<file path="src/rtl/sram_dff_v1b.sv">
// rtl/sram_dff_v1b.sv - 8x32 flip-flop single-port RAM, synchronous write, registered read
module sram_dff_v1b #(
    parameter int ADDR_WIDTH = 3,
    parameter int DATA_WIDTH = 32
) (
    input  logic                  clk,
    input  logic                  resetn,
    input  logic [ADDR_WIDTH-1:0] add,
    input  logic                  we,
    input  logic [DATA_WIDTH-1:0] wd,
    output logic [DATA_WIDTH-1:0] rd
);

    localparam int DEPTH = 2 ** ADDR_WIDTH;

    // Storage has no reset: contents stay undefined until written and survive resetn pulses.
    logic [DATA_WIDTH-1:0] mem_q [DEPTH];
    logic [DATA_WIDTH-1:0] rd_q;
    logic [DATA_WIDTH-1:0] rd_d;

    // Write port: a write is dropped when its edge coincides with resetn low.
    always_ff @(posedge clk) begin
        if (resetn && we) begin
            mem_q[add] <= wd;
        end
    end

    // Read-data next state: a read cycle loads the pre-edge array word, a write cycle holds.
    always_comb begin
        rd_d = rd_q;
        if (!we) begin
            rd_d = mem_q[add];
        end
    end

    // Read-data register: only state in the block that is reset, cleared asynchronously.
    always_ff @(posedge clk or negedge resetn) begin
        if (!resetn) begin
            rd_q <= '0;
        end else begin
            rd_q <= rd_d;
        end
    end

    assign rd = rd_q;

endmodule

</file>
<file path="config.mk">
export PLATFORM = sky130hd
export DESIGN_NAME = sram_dff_v1b
export DESIGN_NICKNAME = d
export VERILOG_FILES = /design/src/rtl/sram_dff_v1b.sv
export SDC_FILE = /design/constraint.sdc
export NUM_CORES = 1
export LEC_CHECK = 0
export ABC_AREA = 1
export BUFFER_PORTS_ARGS = -buffer_cell sky130_fd_sc_hd__buf_2
export CAP_MARGIN = 25
export CELL_PAD_IN_SITES_DETAIL_PLACEMENT = 0
export CELL_PAD_IN_SITES_GLOBAL_PLACEMENT = 2
export CORE_ASPECT_RATIO = 0.75
export CORE_UTILIZATION = 30
export CTS_CLUSTER_DIAMETER = 100
export DETAILED_ROUTE_END_ITERATION = 10
export PLACE_DENSITY_LB_ADDON = 0.1
export SETUP_SLACK_MARGIN = 0.5
export SLEW_MARGIN = 20
export SYNTH_ARGS = -nofsm -noshare
export SYNTH_HDL_FRONTEND = slang
export SYNTH_SLANG_ARGS = --single-unit
</file>
<file path="constraint.sdc">
create_clock -name clk -period 2.2 [get_ports clk]
set_clock_uncertainty 0.2 [all_clocks]
set_input_delay 0.22 -clock clk [delete_from_list [all_inputs] [get_ports clk]]
set_output_delay 0.22 -clock clk [all_outputs]
set_load 0.01 [all_outputs]
</file>
After elaboration in Yosys (flattened, before gate mapping) --
Memories as Yosys holds them, arrays and structs flattened. A register that Yosys moved wholly into a read port is not among the register bits. Cells that the tools add are included.
Cells by class: multiplexer cells 2, reductions and logical operators 3
Operators with widths (number):
- 1-bit zero test | 2
- 1-bit two-way mux | 2
- 1-bit logical AND | 1
Storage, ports and cells: flip-flop bits (word level) 0, RAM bits 256, input bits 38, output and inout port bits 32, memories kept 1
Memory list:
- mem_q | depth 8, bits a word 32, read ports 1, clocked after Yosys merged registers in 1, write ports 1, RTL line 17 | logic [DATA_WIDTH-1:0] mem_q [DEPTH];

Depth between registers and ports, before layout --
Gate-level depths: netlist of the first run.
depth after elaboration 3, mapped depth 9, gate-level depth less buffers 6

Worst setup path after synthesis of the first run --
No wires, ideal clock.
kind input-to-reg, start input port add[0], end memory mem_q[0][0], enable pin, arrival time 2.209 ns, data required time 1.579 ns, path slack -0.630 ns, stages 6, buffers on the path 3, cell sequence buf_2 inv_2 buf_4 buf_4 nand2_1 nor2_1
RTL lines:
- start: declaration | RTL line 8 | input logic [ADDR_WIDTH-1:0] add,
- end: declaration | RTL line 17
Straight into the memory's write port.

Final worst setup path of the first run --
start register rd_q[13] (netlist: rd[13]), read port of mem_q, end output port rd[13]
RTL lines:
- start: declaration | RTL line 18 | logic [DATA_WIDTH-1:0] rd_q;
- end: declaration | RTL line 11 | output logic [DATA_WIDTH-1:0] rd
No word-level cell between the ends.

==> flow_results.xml, run 1 <==
<?xml version="1.0" encoding="UTF-8"?>
<metrics>
  <group name="floorplanning">
    <metric name="design.die.area" unit="mm²">0.04029</metric>
    <metric name="fp.coreArea" unit="mm²">0.03855</metric>
    <metric name="std_cell_rows" unit="">62</metric>
    <metric name="initial_utilization" unit="">0.3073</metric>
    <metric name="ios" unit="">70</metric>
    <metric name="die_w" unit="µm">231.5</metric>
    <metric name="floorplan.die.height" unit="µm">174.1</metric>
  </group>
  <group name="clock_network">
    <metric name="clk_path_buf_depth" unit="">3</metric>
    <metric name="cts_root_buffer" unit="">clkbuf_16</metric>
    <metric name="htree_num_levels" unit="">2</metric>
    <metric name="path_clk_slew" unit="ns">0.06</metric>
    <metric name="clock_insertion_delay_worst_skew" unit="ns">0.52</metric>
    <metric name="cts-buffers-inserted" unit="">34</metric>
    <metric name="post-cts-setup-buffer-count" unit="">0</metric>
    <metric name="clock-sinks" unit="">288</metric>
    <metric name="cts_tree" unit="">yes</metric>
  </group>
  <group name="critical_path">
    <metric name="rr_worst_depth" unit="">6</metric>
    <metric name="crit_fanout" unit="">2</metric>
    <metric name="worstPathArrival" unit="ns">1.10</metric>
    <metric name="r2r_setup_slack" unit="ns">1.00</metric>
    <metric name="timing.rr.end" unit="">rd[28]</metric>
    <metric name="worst_path_largest_cell_delay" unit="ns">0.42</metric>
    <metric name="timing.critical_path.max_delay_family" unit="">flip-flops</metric>
    <metric name="critical_path_class" unit="">flip-flop to output pin</metric>
    <metric name="critical-path-slowest-cell" unit="">dfrtp_1</metric>
    <metric name="worst-path-buf-inv" unit="">1</metric>
    <metric name="r2r_start" unit="">mem_q[1][28]</metric>
    <metric name="crit_path_start_kind" unit="">flip-flop</metric>
    <metric name="critPathCaptureType" unit="">output pin</metric>
    <metric name="timing.critical_path.cells" unit="">buf_2</metric>
    <metric name="worst-endpoint-required" unit="ns">1.78</metric>
  </group>
  <group name="route">
    <metric name="drt_pre_antenna_iters" unit="">4</metric>
    <metric name="route.detailed.wl_per_inst" unit="µm">16.94</metric>
    <metric name="vias" unit="">7309</metric>
    <metric name="route.detailed.drc" unit="">0</metric>
    <metric name="post_drt_via_cell_ratio" unit="">4.162</metric>
    <metric name="drt_iter0_markers" unit="">424</metric>
    <metric name="wirelength" unit="mm">29.75</metric>
    <metric name="route.antenna.remaining_nets" unit="">0</metric>
  </group>
  <group name="timing">
    <metric name="period_minus_slack" unit="ns">1.515</metric>
    <metric name="fmaxAchievable" unit="MHz">659.9</metric>
    <metric name="report.final.slew_viol_count" unit="">0</metric>
    <metric name="worst_pin_slew" unit="ns">0.5897</metric>
    <metric name="grt_setup_unrepaired" unit="">no</metric>
    <metric name="setup_violations" unit="">0</metric>
    <metric name="final.period_utilization" unit="">0.6889</metric>
    <metric name="max_slew_margin" unit="">0.6069</metric>
    <metric name="fin_tns_setup" unit="ns">0</metric>
    <metric name="hold_viol_final" unit="">0</metric>
  </group>
  <group name="placed_design">
    <metric name="portBuffers" unit="">69</metric>
    <metric name="place.gp.congestion" unit="">0.7013</metric>
    <metric name="dp_cells" unit="">1661</metric>
    <metric name="detailed_place_hpwl" unit="mm">17.07</metric>
  </group>
  <group name="logic_synthesis">
    <metric name="synth.largest_area_cell" unit="">edfxtp_1</metric>
    <metric name="netlist_area" unit="mm²">0.01185</metric>
    <metric name="post_synth.cell_area_avg" unit="µm²">10.83</metric>
    <metric name="synthDominantCellAreaShare" unit="">0.6489</metric>
    <metric name="synth_most_common_cell" unit="">nand2_1</metric>
    <metric name="ys_seq_area_frac" unit="">0.7165</metric>
    <metric name="synth.top_cells.by_count" unit="">nand2_1 (260), edfxtp_1 (256), inv_1 (228)</metric>
    <metric name="synth.ff_latch_count" unit="">288</metric>
    <metric name="synth_enable_flop_cells" unit="">256</metric>
    <metric name="netlist_top_cells_area" unit="">edfxtp_1 (65%), nand2_1 (8.2%), inv_1 (7.2%)</metric>
    <metric name="mapped_cells" unit="">1094</metric>
    <metric name="synth.net_count" unit="">1132</metric>
    <metric name="synthesis.yosys.warnings" unit="">0</metric>
    <metric name="dominant_synthesized_flop_cell" unit="">edfxtp_1</metric>
    <metric name="async_sr_flop_fraction" unit="">0.1111</metric>
    <metric name="netlist-cell-type-count" unit="">13</metric>
  </group>
  <group name="final_layout">
    <metric name="n_antenna_cell" unit="">0</metric>
    <metric name="n_fill_cell" unit="">3802</metric>
    <metric name="nNetsFinal" unit="">1256</metric>
    <metric name="post_layout_nonfiller_instances" unit="">1756</metric>
    <metric name="finish.utilization" unit="">0.3807</metric>
    <metric name="fraction_of_layout_instances_using_a_drive_strength_above_1" unit="">0.1359</metric>
    <metric name="area_growth_syn_to_layout" unit="%">23.90</metric>
  </group>
  <group name="hold_path">
    <metric name="hold_path.class" unit="">input port to flip-flop</metric>
    <metric name="min_to" unit="">rd[22]</metric>
    <metric name="holdCritStartpoint" unit="">we</metric>
    <metric name="hold_path_depth" unit="">5</metric>
  </group>
  <group name="status">
    <metric name="status" unit="">finished clean</metric>
  </group>
  <group name="global_routing">
    <metric name="combined_global_route_utilization_of_all_metal_layers" unit="">0.1533</metric>
    <metric name="grt_pass1_wl" unit="mm">45.86</metric>
    <metric name="grt_max_degree" unit="">72</metric>
    <metric name="grt_antenna_before_repair" unit="">1</metric>
    <metric name="first_global_vias" unit="">7202</metric>
    <metric name="overflow" unit="">0</metric>
  </group>
  <group name="power_and_ir_drop">
    <metric name="ir_drop" unit="V">0.0004093</metric>
    <metric name="pwr_density_cell" unit="mW/mm²">897.7</metric>
    <metric name="power.total" unit="mW">13.18</metric>
    <metric name="leakage" unit="nW">6.201</metric>
  </group>
  <group name="job">
    <metric name="drv.max_cap_violation_count" unit="">0</metric>
  </group>
</metrics>
-- cell families (layout without fill, tap and decap cells) --
kind of cell / Yosys count / in the layout / synth area share
buffers and inverters: 279 / 429 / 0.09263
flip-flops: 288 / 288 / 0.7165
AO/OA/AOI/OAI: 32 / 32 / 0.02028
AND/OR/NAND/NOR: 495 / 495 / 0.1706
-- area by class of cell --
cell class / count / area [µm²] / share of cell area
inverter: 233 / 882.1 / 0.06010
clock buffer: 51 / 1028 / 0.07007
timing repair buffer: 134 / 1069 / 0.07280
multi-input combinational: 527 / 2365 / 0.1611
clock inverter: 11 / 205.2 / 0.01398
sequential: 288 / 8488 / 0.5783
tap: 512 / 640.6 / 0.04365
-- cells in the final DEF (no fill, tap or decap) --
| cell | n |
|---|---|
| clkbuf_16 | 37 |
| nand3_1 | 128 |
| buf_12 | 12 |
| buf_4 | 21 |
| nor2_4 | 11 |
| nor2_1 | 96 |
| clkinv_1 | 3 |
| buf_2 | 68 |
| bufinv_16 | 6 |
| nand2_1 | 258 |
| clkbuf_1 | 9 |
| dlygate4sd3_1 | 33 |
| clkinv_2 | 1 |
| clkbuf_8 | 5 |
| dfrtp_1 | 32 |
| nand2_8 | 1 |
| inv_1 | 228 |
| inv_2 | 4 |
| inv_8 | 1 |
| nand2_4 | 1 |
| o211ai_1 | 32 |
| edfxtp_1 | 256 |
| inv_6 | 1 |
-- state kept, by name, summed over array words and instances, names as in the netlist --
name   count
rd        32
mem_q    256
-- report_power, final --
part	leakage (nW)	total [mW]	switching, mW	internal [mW]
registers	2.67	6.19	0.0577	6.13
clock network	0.600	6.14	2.20	3.94
logic	2.93	0.849	0.554	0.294
-- per-stage QoR --
step           instance area (µm²)  hold slack (ns)  setup slack [ns]
6_report                     14680          0.09189            0.6845
5_1_grt                      14680           0.1153            0.6256
4_1_cts                      14680          0.08356            0.6335
3_5_place_dp                 13110           0.2699            0.3229
3_3_place_gp                 13110           0.2680            0.3274
2_1_floorplan                11980          -0.2756            0.3692
-- metal layers --
metal,share of wire,vias to the layer above,GRT usage
met5,0,-,0
met4,0.016,0,0.03863
met3,0.033,37,0.02608
met2,0.44,104,0.2334
met1,0.51,3424,0.2253
li1,-,3744,-
-- worst max path at each step --
stage                      start     endpoint  slack (ns)  cells after the start
after floorplan           add[0]  mem_q[0][0]        0.37                      6
after global placement    add[1]        rd[6]        0.33                      8
after detailed placement  add[1]        rd[6]        0.32                      8
after CTS                 rd[13]       rd[13]        0.63                      1
after global routing      rd[13]       rd[13]        0.63                      1
final                     rd[13]       rd[13]        0.68                      1
-- timing repair --
item | 4_1_cts | 5_1_grt
hold buffers | 33 | 0
endpoints found under the hold margin | 288 | 0
resized for setup | 0 | 0
endpoints found under the setup margin | 0 | 0
No activity file was read; power rests on OpenSTA's default activity.
==> inputs of run 2 (changes only) <==
==> constraint.sdc (replaced) <==
create_clock -name clk -period 1.4 [get_ports clk]
set_clock_uncertainty 0.2 [all_clocks]
set_input_delay 0.14 -clock clk [delete_from_list [all_inputs] [get_ports clk]]
set_output_delay 0.14 -clock clk [all_outputs]
set_load 0.01 [all_outputs]
==> run 2 against run 1 <==
The run now ends with negative hold slack left. Sequential power up 57%. Critical path depth unchanged. Non-clock buffer count up 108. Sequential share of layout area down 7.5 points. Wire length up 12%. Clock power up 41%. Power up 54%. First-iteration DRC count up 3.8%. Combinational power up 120%. Global-route usage up 1.3 points. Via count up 9.1%.
==> flow_results.xml, run 2 (same netlist as run 1, synthesis figures left out) <==
<?xml version="1.0" encoding="UTF-8"?>
<metrics>
  <group name="route">
    <metric name="drt_pre_antenna_iters" unit="">4</metric>
    <metric name="drt_iter0_markers" unit="">440</metric>
    <metric name="wirelength" unit="mm">33.19</metric>
    <metric name="post_drt_via_cell_ratio" unit="">4.278</metric>
    <metric name="route.detailed.wl_per_inst" unit="µm">17.80</metric>
    <metric name="route.antenna.remaining_nets" unit="">0</metric>
    <metric name="route.detailed.drc" unit="">0</metric>
    <metric name="vias" unit="">7974</metric>
  </group>
  <group name="floorplanning">
    <metric name="initial_utilization" unit="">0.3073</metric>
    <metric name="die_w" unit="µm">231.5</metric>
    <metric name="fp.coreArea" unit="mm²">0.03855</metric>
    <metric name="design.die.area" unit="mm²">0.04029</metric>
    <metric name="ios" unit="">70</metric>
    <metric name="std_cell_rows" unit="">62</metric>
    <metric name="floorplan.die.height" unit="µm">174.1</metric>
  </group>
  <group name="job">
    <metric name="drv.max_cap_violation_count" unit="">0</metric>
  </group>
  <group name="critical_path">
    <metric name="timing.rr.end" unit="">rd[12]</metric>
    <metric name="r2r_start" unit="">mem_q[0][12]</metric>
    <metric name="worst_setup_path_startpoint" unit="">rd[25]</metric>
    <metric name="worst_path_largest_cell_delay" unit="ns">0.38</metric>
    <metric name="crit_path_start_kind" unit="">flip-flop</metric>
    <metric name="worst-path-buf-inv" unit="">1</metric>
    <metric name="rr_worst_depth" unit="">7</metric>
    <metric name="critical-path-slowest-cell" unit="">dfrtp_1</metric>
    <metric name="worstPathArrival" unit="ns">1.04</metric>
    <metric name="critical_path_class" unit="">flip-flop to output pin</metric>
    <metric name="crit_fanout" unit="">2</metric>
    <metric name="timing.critical_path.cells" unit="">buf_2</metric>
    <metric name="worst-endpoint-required" unit="ns">1.06</metric>
    <metric name="timing.critical_path.max_delay_family" unit="">flip-flops</metric>
    <metric name="critPathCaptureType" unit="">output pin</metric>
    <metric name="r2r_setup_slack" unit="ns">0.11</metric>
  </group>
  <group name="placed_design">
    <metric name="place.gp.congestion" unit="">0.7025</metric>
    <metric name="placement.cell_area" unit="mm²">0.01353</metric>
    <metric name="portBuffers" unit="">69</metric>
    <metric name="dp_cells" unit="">1692</metric>
    <metric name="detailed_place_hpwl" unit="mm">18.97</metric>
    <metric name="post_place_worst_slack" unit="ns">-0.2417</metric>
  </group>
  <group name="global_routing">
    <metric name="grt_pass1_wl" unit="mm">49.69</metric>
    <metric name="first_global_vias" unit="">7807</metric>
    <metric name="overflow" unit="">0</metric>
    <metric name="grt_max_degree" unit="">42</metric>
    <metric name="combined_global_route_utilization_of_all_metal_layers" unit="">0.1667</metric>
    <metric name="grt_antenna_before_repair" unit="">0</metric>
  </group>
  <group name="final_layout">
    <metric name="number_of_flip_flops_under_the_largest_register_name" unit="">256</metric>
    <metric name="postLayoutCellArea" unit="mm²">0.01688</metric>
    <metric name="layout.cells.most_common_list" unit="">edfxtp_1 (256), nand2_1 (252), inv_1 (222)</metric>
    <metric name="nNetsFinal" unit="">1364</metric>
    <metric name="n_fill_cell" unit="">3609</metric>
    <metric name="fraction_of_layout_instances_using_a_drive_strength_above_1" unit="">0.2885</metric>
    <metric name="n_antenna_cell" unit="">0</metric>
    <metric name="largest_register" unit="">mem_q</metric>
    <metric name="area_growth_syn_to_layout" unit="%">42.49</metric>
    <metric name="layout_commonest_cell" unit="">edfxtp_1</metric>
    <metric name="post_layout_nonfiller_instances" unit="">1864</metric>
    <metric name="finish.utilization" unit="">0.4378</metric>
  </group>
  <group name="timing">
    <metric name="setup_violations" unit="">0</metric>
    <metric name="grt_setup_unrepaired" unit="">yes</metric>
    <metric name="timing.hold.ws" unit="ns">-0.3879</metric>
    <metric name="final.period_utilization" unit="">0.9829</metric>
    <metric name="period_minus_slack" unit="ns">1.376</metric>
    <metric name="setup_ws" unit="ns">0.02401</metric>
    <metric name="fmaxAchievable" unit="MHz">726.7</metric>
    <metric name="max_slew_margin" unit="">0.6258</metric>
    <metric name="worst_pin_slew" unit="ns">0.5613</metric>
    <metric name="fin_tns_setup" unit="ns">0</metric>
    <metric name="report.final.slew_viol_count" unit="">0</metric>
    <metric name="hold_viol_final" unit="">50</metric>
  </group>
  <group name="clock_network">
    <metric name="cts_root_buffer" unit="">clkbuf_16</metric>
    <metric name="path_clk_slew" unit="ns">0.06</metric>
    <metric name="hold_buffers" unit="">32</metric>
    <metric name="htree_num_levels" unit="">2</metric>
    <metric name="clock_insertion_delay_worst_skew" unit="ns">0.52</metric>
    <metric name="cts-buffers-inserted" unit="">34</metric>
    <metric name="cts_tree" unit="">yes</metric>
    <metric name="clk_path_buf_depth" unit="">3</metric>
    <metric name="clock-sinks" unit="">288</metric>
  </group>
  <group name="power_and_ir_drop">
    <metric name="ir_drop" unit="V">0.0007842</metric>
    <metric name="leakage" unit="nW">7.168</metric>
    <metric name="pwr_density_cell" unit="mW/mm²">1199</metric>
    <metric name="power.total" unit="mW">20.24</metric>
  </group>
  <group name="status">
    <metric name="failed_checks" unit="">negative hold slack</metric>
    <metric name="status" unit="">finished with violations</metric>
  </group>
  <group name="hold_path">
    <metric name="hold_path.class" unit="">input port to async pin</metric>
  </group>
</metrics>
==> run 2: cell types whose count changed in the layout (fill, tap and decap cells not counted), sizes merged <==
| cell | change |
|---|---|
| clkinv | +5 |
| dlygate4sd3 | -1 |
| buf | +102 |
| clkinvlp | +1 |
| bufinv | -4 |
| clkbuf | +5 |
==> run 2: per-layer routing <==
layer / vias up / global-route usage / part of all wire
li1: 3982 / - / -
met4: 0 / 0.03670 / 0.014
met2: 86 / 0.2483 / 0.45
met3: 38 / 0.02772 / 0.026
met5: - / 0 / 0
met1: 3868 / 0.2519 / 0.52
==> run 2: timing repair <==
item                       4_1_cts  5_1_grt
setup endpoints to repair      320      320
pin swaps                       70       66
hold endpoints to repair       309       40
cloned                          15        8
resized for setup              137       66
buffers inserted                47        8
==> run 2: worst max path at each step <==
stage                   end  slack (ns)  cells after the start
2_1_floorplan   mem_q[0][0]       -0.35                      6
5_1_grt              rd[26]       -0.02                      1
6_report             rd[25]        0.02                      1
3_5_place_dp    mem_q[3][7]       -0.24                      6
4_1_cts               rd[6]      -0.006                      1
3_3_place_gp   mem_q[3][10]       -0.25                      6
==> run 2: layout make-up <==
class                           count  area, µm²  area share
Inverter                          233      898.4     0.05322
Tap cell                          512      640.6     0.03795
Clock buffer                       49      970.9     0.05752
Clock inverter                     13      113.9    0.006745
Timing Repair Buffer              242       2874      0.1703
Sequential cell                   288       8488      0.5029
Multi-Input combinational cell    527       2894      0.1714
==> run 2: report_power, final <==
part	switching [mW]	internal, mW	total [mW]	leakage, nW
sequential	0.0865	9.63	9.72	2.67
combinational	1.06	0.814	1.88	3.97
clock	3.44	5.20	8.64	0.524
